==> src/rtl/dot_product_pkg.sv <==
// Shared types and sizing helpers for the dot-product sequencer and its MAC.
package dot_product_pkg;

    typedef enum logic [1:0] {
        ST_IDLE  = 2'd0,
        ST_READ  = 2'd1,
        ST_DRAIN = 2'd2,
        ST_DONE  = 2'd3
    } state_e;

    localparam int DEF_ADDR_WIDTH = 4;
    localparam int DEF_DATA_WIDTH = 8;

    // Wide enough that 2**aw full-scale products can never overflow.
    function automatic int acc_width(input int dw, input int aw);
        return 2 * dw + aw + 1;
    endfunction

endpackage

==> src/rtl/dot_product_if.sv <==
// Shared read port towards the operand RAM pair (A and B see the same address).
interface dot_product_if
    import dot_product_pkg::*;
#(
    parameter int ADDR_WIDTH = DEF_ADDR_WIDTH,
    parameter int DATA_WIDTH = DEF_DATA_WIDTH
);
    // Handshake: a rising edge with rd_en=1 issues rd_addr; a_data/b_data hold
    // the addressed words for the whole following cycle. No back-pressure.
    logic                  rd_en;
    logic [ADDR_WIDTH-1:0] rd_addr;
    logic [DATA_WIDTH-1:0] a_data;
    logic [DATA_WIDTH-1:0] b_data;

    modport master (output rd_en, output rd_addr, input a_data, input b_data);
    modport slave  (input rd_en, input rd_addr, output a_data, output b_data);
endinterface

==> src/rtl/dot_product_mac.sv <==
// Signed multiply-accumulate: clear has priority over enable.
module dot_product_mac
    import dot_product_pkg::*;
#(
    parameter int DATA_WIDTH = DEF_DATA_WIDTH,
    parameter int ACC_WIDTH  = acc_width(DEF_DATA_WIDTH, DEF_ADDR_WIDTH)
) (
    input  logic                  clk,
    input  logic                  rst_n,
    input  logic                  clear,
    input  logic                  en,
    input  logic [DATA_WIDTH-1:0] a,
    input  logic [DATA_WIDTH-1:0] b,
    output logic [ACC_WIDTH-1:0]  acc_next
);
    logic [2*DATA_WIDTH-1:0] a_ext;
    logic [2*DATA_WIDTH-1:0] b_ext;
    logic [2*DATA_WIDTH-1:0] prod;
    logic [ACC_WIDTH-1:0]    prod_ext;
    logic [ACC_WIDTH-1:0]    acc_d;
    logic [ACC_WIDTH-1:0]    acc_q;

    // Sign-extending both operands first lets a plain unsigned multiply
    // produce the correct low 2*DATA_WIDTH bits of the signed product.
    assign a_ext    = {{DATA_WIDTH{a[DATA_WIDTH-1]}}, a};
    assign b_ext    = {{DATA_WIDTH{b[DATA_WIDTH-1]}}, b};
    assign prod     = a_ext * b_ext;
    assign prod_ext = {{(ACC_WIDTH-2*DATA_WIDTH){prod[2*DATA_WIDTH-1]}}, prod};
    assign acc_next = acc_q + prod_ext;

    always_comb begin
        acc_d = acc_q;
        if (clear) begin
            acc_d = '0;
        end else if (en) begin
            acc_d = acc_next;
        end
    end

    always_ff @(posedge clk or negedge rst_n) begin
        if (!rst_n) begin
            acc_q <= '0;
        end else begin
            acc_q <= acc_d;
        end
    end
endmodule

==> src/rtl/dot_product_ctrl.sv <==
// Dot-product sequencer: sweeps the shared RAM address, accumulates A[k]*B[k]
// through the MAC and reports the sum with a one-cycle done pulse.
module dot_product_ctrl
    import dot_product_pkg::*;
#(
    parameter int ADDR_WIDTH = DEF_ADDR_WIDTH,
    parameter int DATA_WIDTH = DEF_DATA_WIDTH,
    parameter int ACC_WIDTH  = acc_width(DATA_WIDTH, ADDR_WIDTH)
) (
    input  logic                        clk,
    input  logic                        rst_n,
    input  logic                        start,
    input  logic                        abort,
    input  logic [ADDR_WIDTH:0]         vec_len,
    dot_product_if.master               ram,
    output logic                        busy,
    output logic                        done,
    output logic signed [ACC_WIDTH-1:0] result,
    output state_e                      dbg_state
);
    localparam logic [ADDR_WIDTH:0] MAX_LEN = {1'b1, {ADDR_WIDTH{1'b0}}};

    state_e                state_q, state_d;
    logic                  rd_en_q, rd_en_d;
    logic [ADDR_WIDTH-1:0] rd_addr_q, rd_addr_d;
    logic [ADDR_WIDTH-1:0] last_q, last_d;
    logic                  valid_q, valid_d;
    logic                  busy_q, busy_d;
    logic                  done_q, done_d;
    logic [ACC_WIDTH-1:0]  result_q, result_d;

    logic [ADDR_WIDTH:0]   n_sat;
    logic [ADDR_WIDTH:0]   n_sat_m1;
    logic                  mac_clear;
    logic                  mac_en;
    logic [ACC_WIDTH-1:0]  acc_next;

    assign n_sat    = (vec_len > MAX_LEN) ? MAX_LEN : vec_len;
    assign n_sat_m1 = n_sat - (ADDR_WIDTH+1)'(1);

    always_comb begin
        state_d   = state_q;
        rd_en_d   = rd_en_q;
        rd_addr_d = rd_addr_q;
        last_d    = last_q;
        valid_d   = rd_en_q;
        busy_d    = busy_q;
        done_d    = 1'b0;
        result_d  = result_q;
        mac_clear = 1'b0;
        mac_en    = valid_q;

        if (abort && (state_q != ST_IDLE)) begin
            state_d = ST_IDLE;
            rd_en_d = 1'b0;
            busy_d  = 1'b0;
            valid_d = 1'b0;
            mac_en  = 1'b0;
        end else begin
            case (state_q)
                ST_IDLE: begin
                    if (start && !abort) begin
                        busy_d    = 1'b1;
                        mac_clear = 1'b1;
                        rd_addr_d = '0;
                        if (n_sat == '0) begin
                            state_d  = ST_DONE;
                            done_d   = 1'b1;
                            result_d = '0;
                        end else begin
                            state_d = ST_READ;
                            rd_en_d = 1'b1;
                            last_d  = n_sat_m1[ADDR_WIDTH-1:0];
                        end
                    end
                end
                ST_READ: begin
                    // Stop on the stored last address rather than a wrap, so a
                    // full-length sweep ends cleanly on all-ones.
                    if (rd_addr_q == last_q) begin
                        state_d = ST_DRAIN;
                        rd_en_d = 1'b0;
                    end else begin
                        rd_addr_d = rd_addr_q + ADDR_WIDTH'(1);
                    end
                end
                ST_DRAIN: begin
                    if (valid_q) begin
                        state_d  = ST_DONE;
                        done_d   = 1'b1;
                        result_d = acc_next;
                    end
                end
                ST_DONE: begin
                    state_d = ST_IDLE;
                    busy_d  = 1'b0;
                end
                default: state_d = ST_IDLE;
            endcase
        end
    end

    always_ff @(posedge clk or negedge rst_n) begin
        if (!rst_n) begin
            state_q   <= ST_IDLE;
            rd_en_q   <= 1'b0;
            rd_addr_q <= '0;
            last_q    <= '0;
            valid_q   <= 1'b0;
            busy_q    <= 1'b0;
            done_q    <= 1'b0;
            result_q  <= '0;
        end else begin
            state_q   <= state_d;
            rd_en_q   <= rd_en_d;
            rd_addr_q <= rd_addr_d;
            last_q    <= last_d;
            valid_q   <= valid_d;
            busy_q    <= busy_d;
            done_q    <= done_d;
            result_q  <= result_d;
        end
    end

    dot_product_mac #(
        .DATA_WIDTH (DATA_WIDTH),
        .ACC_WIDTH  (ACC_WIDTH)
    ) u_mac (
        .clk      (clk),
        .rst_n    (rst_n),
        .clear    (mac_clear),
        .en       (mac_en),
        .a        (ram.a_data),
        .b        (ram.b_data),
        .acc_next (acc_next)
    );

    assign ram.rd_en   = rd_en_q;
    assign ram.rd_addr = rd_addr_q;
    assign busy        = busy_q;
    assign done        = done_q;
    assign result      = result_q;
    assign dbg_state   = state_q;
endmodule

==> src/flat_wrapper.sv <==
// flat-port wrapper written by rule: the top's interface ports become plain ports
module dot_product_ctrl_flat import dot_product_pkg::*;
#(
    parameter int ADDR_WIDTH = DEF_ADDR_WIDTH,
    parameter int DATA_WIDTH = DEF_DATA_WIDTH,
    parameter int ACC_WIDTH  = acc_width(DATA_WIDTH, ADDR_WIDTH)
)
  (clk, rst_n, start, abort, vec_len, busy, done, result, dbg_state, ram_rd_en, ram_rd_addr, ram_a_data, ram_b_data);
  dot_product_if #(.ADDR_WIDTH(ADDR_WIDTH), .DATA_WIDTH(DATA_WIDTH)) ram_i ();
  input  logic clk;
  input  logic rst_n;
  input  logic start;
  input  logic abort;
  input  logic [ADDR_WIDTH:0] vec_len;
  output logic busy;
  output logic done;
  output logic signed [ACC_WIDTH-1:0] result;
  output state_e dbg_state;
  output wire logic [$bits(ram_i.rd_en)-1:0] ram_rd_en;
  output wire logic [$bits(ram_i.rd_addr)-1:0] ram_rd_addr;
  input wire logic [$bits(ram_i.a_data)-1:0] ram_a_data;
  input wire logic [$bits(ram_i.b_data)-1:0] ram_b_data;
  assign ram_rd_en = ram_i.rd_en;
  assign ram_rd_addr = ram_i.rd_addr;
  assign ram_i.a_data = ram_a_data;
  assign ram_i.b_data = ram_b_data;
  dot_product_ctrl #(.ADDR_WIDTH(ADDR_WIDTH), .DATA_WIDTH(DATA_WIDTH), .ACC_WIDTH(ACC_WIDTH)) u_core (.clk(clk), .rst_n(rst_n), .start(start), .abort(abort), .vec_len(vec_len), .ram(ram_i), .busy(busy), .done(done), .result(result), .dbg_state(dbg_state));
endmodule
==> config.mk <==
export PLATFORM = sky130hd
export DESIGN_NAME = dot_product_ctrl_flat
export DESIGN_NICKNAME = d
export VERILOG_FILES = /design/src/rtl/dot_product_pkg.sv /design/src/rtl/dot_product_if.sv /design/src/rtl/dot_product_mac.sv /design/src/rtl/dot_product_ctrl.sv /design/src/flat_wrapper.sv
export SDC_FILE = /design/constraint.sdc
export NUM_CORES = 1
export LEC_CHECK = 0
export CAP_MARGIN = 30
export CORE_MARGIN = 2
export CORE_UTILIZATION = 54
export DETAILED_ROUTE_END_ITERATION = 16
export GPL_TIMING_DRIVEN = 0
export PLACE_DENSITY_LB_ADDON = 0.25
export SKIP_CTS_REPAIR_TIMING = 1
export SLEW_MARGIN = 20
export SYNTH_ARGS = -nofsm -noshare
export SYNTH_HDL_FRONTEND = slang
export SYNTH_SLANG_ARGS = --single-unit
==> constraint.sdc <==
create_clock -name clk -period 2.6 [get_ports clk]
set_input_delay 0.78 -clock clk [delete_from_list [all_inputs] [get_ports clk]]
set_output_delay 0.78 -clock clk [all_outputs]
set_load 0.005 [all_outputs]
==> summary.txt, run 1 <==
Outcome
  • Outcome: finished with violations
  • Failing checks: negative setup slack

Timing
  • Worst slew margin: 53.1%
  • Least-Margin Pin Slew: 0.704 ns
  • Final TNS setup: -87.85 ns
  • Tcrit/Tclk final: 229%
  • Final-report hold violation count: 0
  • Final Critical Period: 5.96 ns
  • Skew final: roughly 0.013 ns
  • RSZ-0062 raised after global routing: yes
  • Fmax: 168 MHz
  • Max-slew violations: 0
  • Setup ws final: -3.36 ns
  • # setup viols final: 36

Placed design
  • Post-Place Setup Slack: -4.30 ns
  • Placed Instances: 822
  • DP Wirelength: 10,100 microns
  • GP Congestion: ~0.88
  • Port bufs: 53

Synthesis
  • Top_reg_cell synth: dfrtp_1
  • Syn Area/Cell: 9.33 sq um
  • Sequential element share of the synthesized area: 23.9%
  • Post-synth EDFFs: 0
  • Syn Nets: 766
  • Yosys reg bits: 56
  • Largest cells by area after synthesis: dfrtp_1, fa_1, ha_1
  • Synth area leader: dfrtp_1
  • Cell Area, Synth: 0.00587 sq mm
  • Asr flop ratio synth: 100%
  • Synth Warn #: 0
  • Synth Instances: 629
  • Distinct cells, synth: 53
  • Top cell type's share of synthesized area: 23.9%

Setup path
  • CP Class: in -> reg
  • Crit path DAT: 6.18 ns
  • CP Capture Type: flop
  • Max Fanout on Critical Path: 4
  • Critical Path RT: approximately 2.8 ns
  • CP Launch Type: input pin

Detailed routing
  • Via count: 4,647
  • DR iter-0 viols: 230
  • Vias per cell: ~5.5
  • Drt drc: 0
  • Avg WL per Cell: 15.9 microns
  • Post-route ant nets: 0
  • WL final: 13,600 microns
  • Drt pass-1 iters: 5

Global route
  • Global-route usage over all layers: 24.2%
  • Vias in the first global route: 4,920
  • GR Overflow Total: 0
  • First-pass GRT wire length: between 20,000 and 25,000 microns
  • Antenna violations before repair: 0
  • Largest net degree at the start of global routing: 57

Final layout
  • Fillers: 821
  • Layout Cells excl Fill: roughly 850
  • Storage element area: 0.00140 sq mm
  • Area grow syn2layout: 27.5%
  • Layout cell share with drive strength beyond 1: 25.7%
  • Area of the multi-input gates: about 0.0046 sq mm
  • Post-layout nets: 848
  • Ant diodes: 0

Floorplan
  • Core ar.: 0.0107 sq mm
  • Die Y-Extent: 108 microns
  • Initial cell density of the core: 54.9%
  • I/O pin count: 55
  • Cell Rows: 38
  • Die width: ~110 microns
  • Die area: about 0.012 sq mm

Clocking
  • Clock Path Buffers: 2
  • CTS tree: done
  • Clk pin slew, worst setup/hold paths: 0.11 ns
  • Root buffer cell: clkbuf_8
  • Htree depth: 2
  • Worst-Skew Late Latency: 0.33 ns
  • CTS Sinks: between 50 and 60
  • TritonCTS buffer count: 5

Flow run
  • Max-cap viol count: 0

Hold path
  • Worst min path class: in -> async
-- synth_stat cells, types with 5 or more instances --
| cell | n |
|---|---|
| inv_1 | 110 |
| dfrtp_1 | 56 |
| fa_1 | 56 |
| ha_1 | 56 |
| and2_1 | 46 |
| nand2_1 | 42 |
| a21oi_1 | 37 |
| a22o_1 | 30 |
| xnor2_1 | 30 |
| nor2_1 | 24 |
| o21ai_0 | 23 |
| xor2_1 | 12 |
| nor2b_1 | 10 |
| nand3_1 | 9 |
| a21o_1 | 7 |
| nor3_1 | 7 |
| clkbuf_1 | 6 |
| nand2b_1 | 6 |
| o21ai_1 | 6 |
| a211oi_1 | 5 |
| a31oi_1 | 5 |
-- critical path, cell delays in order --
cell	delay, ns
buf_12	0.10
and2_4	0.15
fa_1	0.56
inv_2	0.04
fa_1	0.53
inv_2	0.05
fa_1	0.56
inv_1	0.05
fa_1	0.49
inv_2	0.05
ha_4	0.28
o21ai_2	0.06
nor2_2	0.14
nor2_1	0.07
nor2_1	0.13
nor2_2	0.07
o21bai_1	0.15
a21oi_1	0.10
xnor2_1	0.15
ha_1	0.40
nand3_2	0.12
o21ai_4	0.22
a21oi_2	0.12
a211oi_2	0.26
xor2_2	0.24
xnor2_1	0.11
a22o_1	0.20
-- cells in the final DEF (no fill, tap or decap), types with 25 or more instances in the layout --
master,instances
inv_1,91
dfrtp_1,56
fa_1,53
nand2_1,39
clkdlybuf4s50_1,33
a22o_1,30
and2_1,29
ha_1,29
a21oi_1,25
buf_4,25
-- path summary, 6_finish.rpt --
path	depth (start not counted)	end	slack (ns)	start
setup reg to reg	12	u_core.result[20]	-0.12	u_core.u_mac.acc_q[0]
min in group clk	2	u_core.result[19]	0.48	u_core.result[19]
setup / recovery	27	u_core.result[20]	-3.36	ram_b_data[3]
hold reg to reg	2	u_core.result[19]	0.48	u_core.result[19]
hold / removal	1	u_core.u_mac.acc_q[5]	0.48	rst_n
max in group asynchronous	1	u_core.result[15]	1.63	rst_n
-- state kept, by name, indices dropped and copies added (netlist names) --
| register | flops |
|---|---|
| u_core.u_mac.acc_q | 21 |
| u_core.ram.rd_addr | 4 |
| u_core.busy | 1 |
| u_core.dbg_state | 2 |
| u_core.result | 21 |
| u_core.done | 1 |
| u_core.ram.rd_en | 1 |
| u_core.valid_q | 1 |
| u_core.last_q | 4 |
-- cells by family (layout without fill, tap and decap cells) --
family	after synthesis	after routing	share of synthesized area, %
XOR/XNOR	42	42	6.27
buffers and inverters	122	205	8.42
AND/OR/NAND/NOR	161	161	14.6
adder cells (fa/ha/maj)	112	112	31.0
AO/OA/AOI/OAI	134	134	15.4
flip-flops	56	56	23.9
multiplexers	2	2	0.362
-- through the flow --
stage          area [sq um]  hold WS (ns)  utilization (%)
6_report               7480         0.482             70.0
5_1_grt                7480         0.537             70.0
4_1_cts                7030         0.487             65.7
3_5_place_dp           6930         0.458             64.8
3_3_place_gp           6940         0.457             64.8
2_1_floorplan          6230         0.460                -
-- layout make-up --
type / count / area share, %
Timing Repair Buffer: 75 / 9.61
Clock buffer: 6 / 1.10
Multi-Input combinational cell: 451 / 61.2
Buffer: 12 / 1.32
Tap cell: 140 / 2.34
Inverter: 110 / 5.52
Clock inverter: 2 / 0.134
Sequential cell: 56 / 18.7
-- per-layer routing --
layer	track usage (%)	share of wire (%)
met1	31.6	44
met2	42.7	51
met3	2.77	3.8
met4	6.50	1.6
met5	0	0
Power of run 1 is left out: the tool's default activity adds up to more than one toggle a clock period on the data nets, which glitch-free logic cannot reach.
==> run 2: changes to the inputs <==
Settings changed: ABC_CLOCK_PERIOD_IN_PS from default to 2600, TNS_END_PERCENT from default to 100.
==> results of run 2 <==
The final DEF is identical to that of run 1; final timing and power are the same.
Power of run 2 is left out for the same reason.
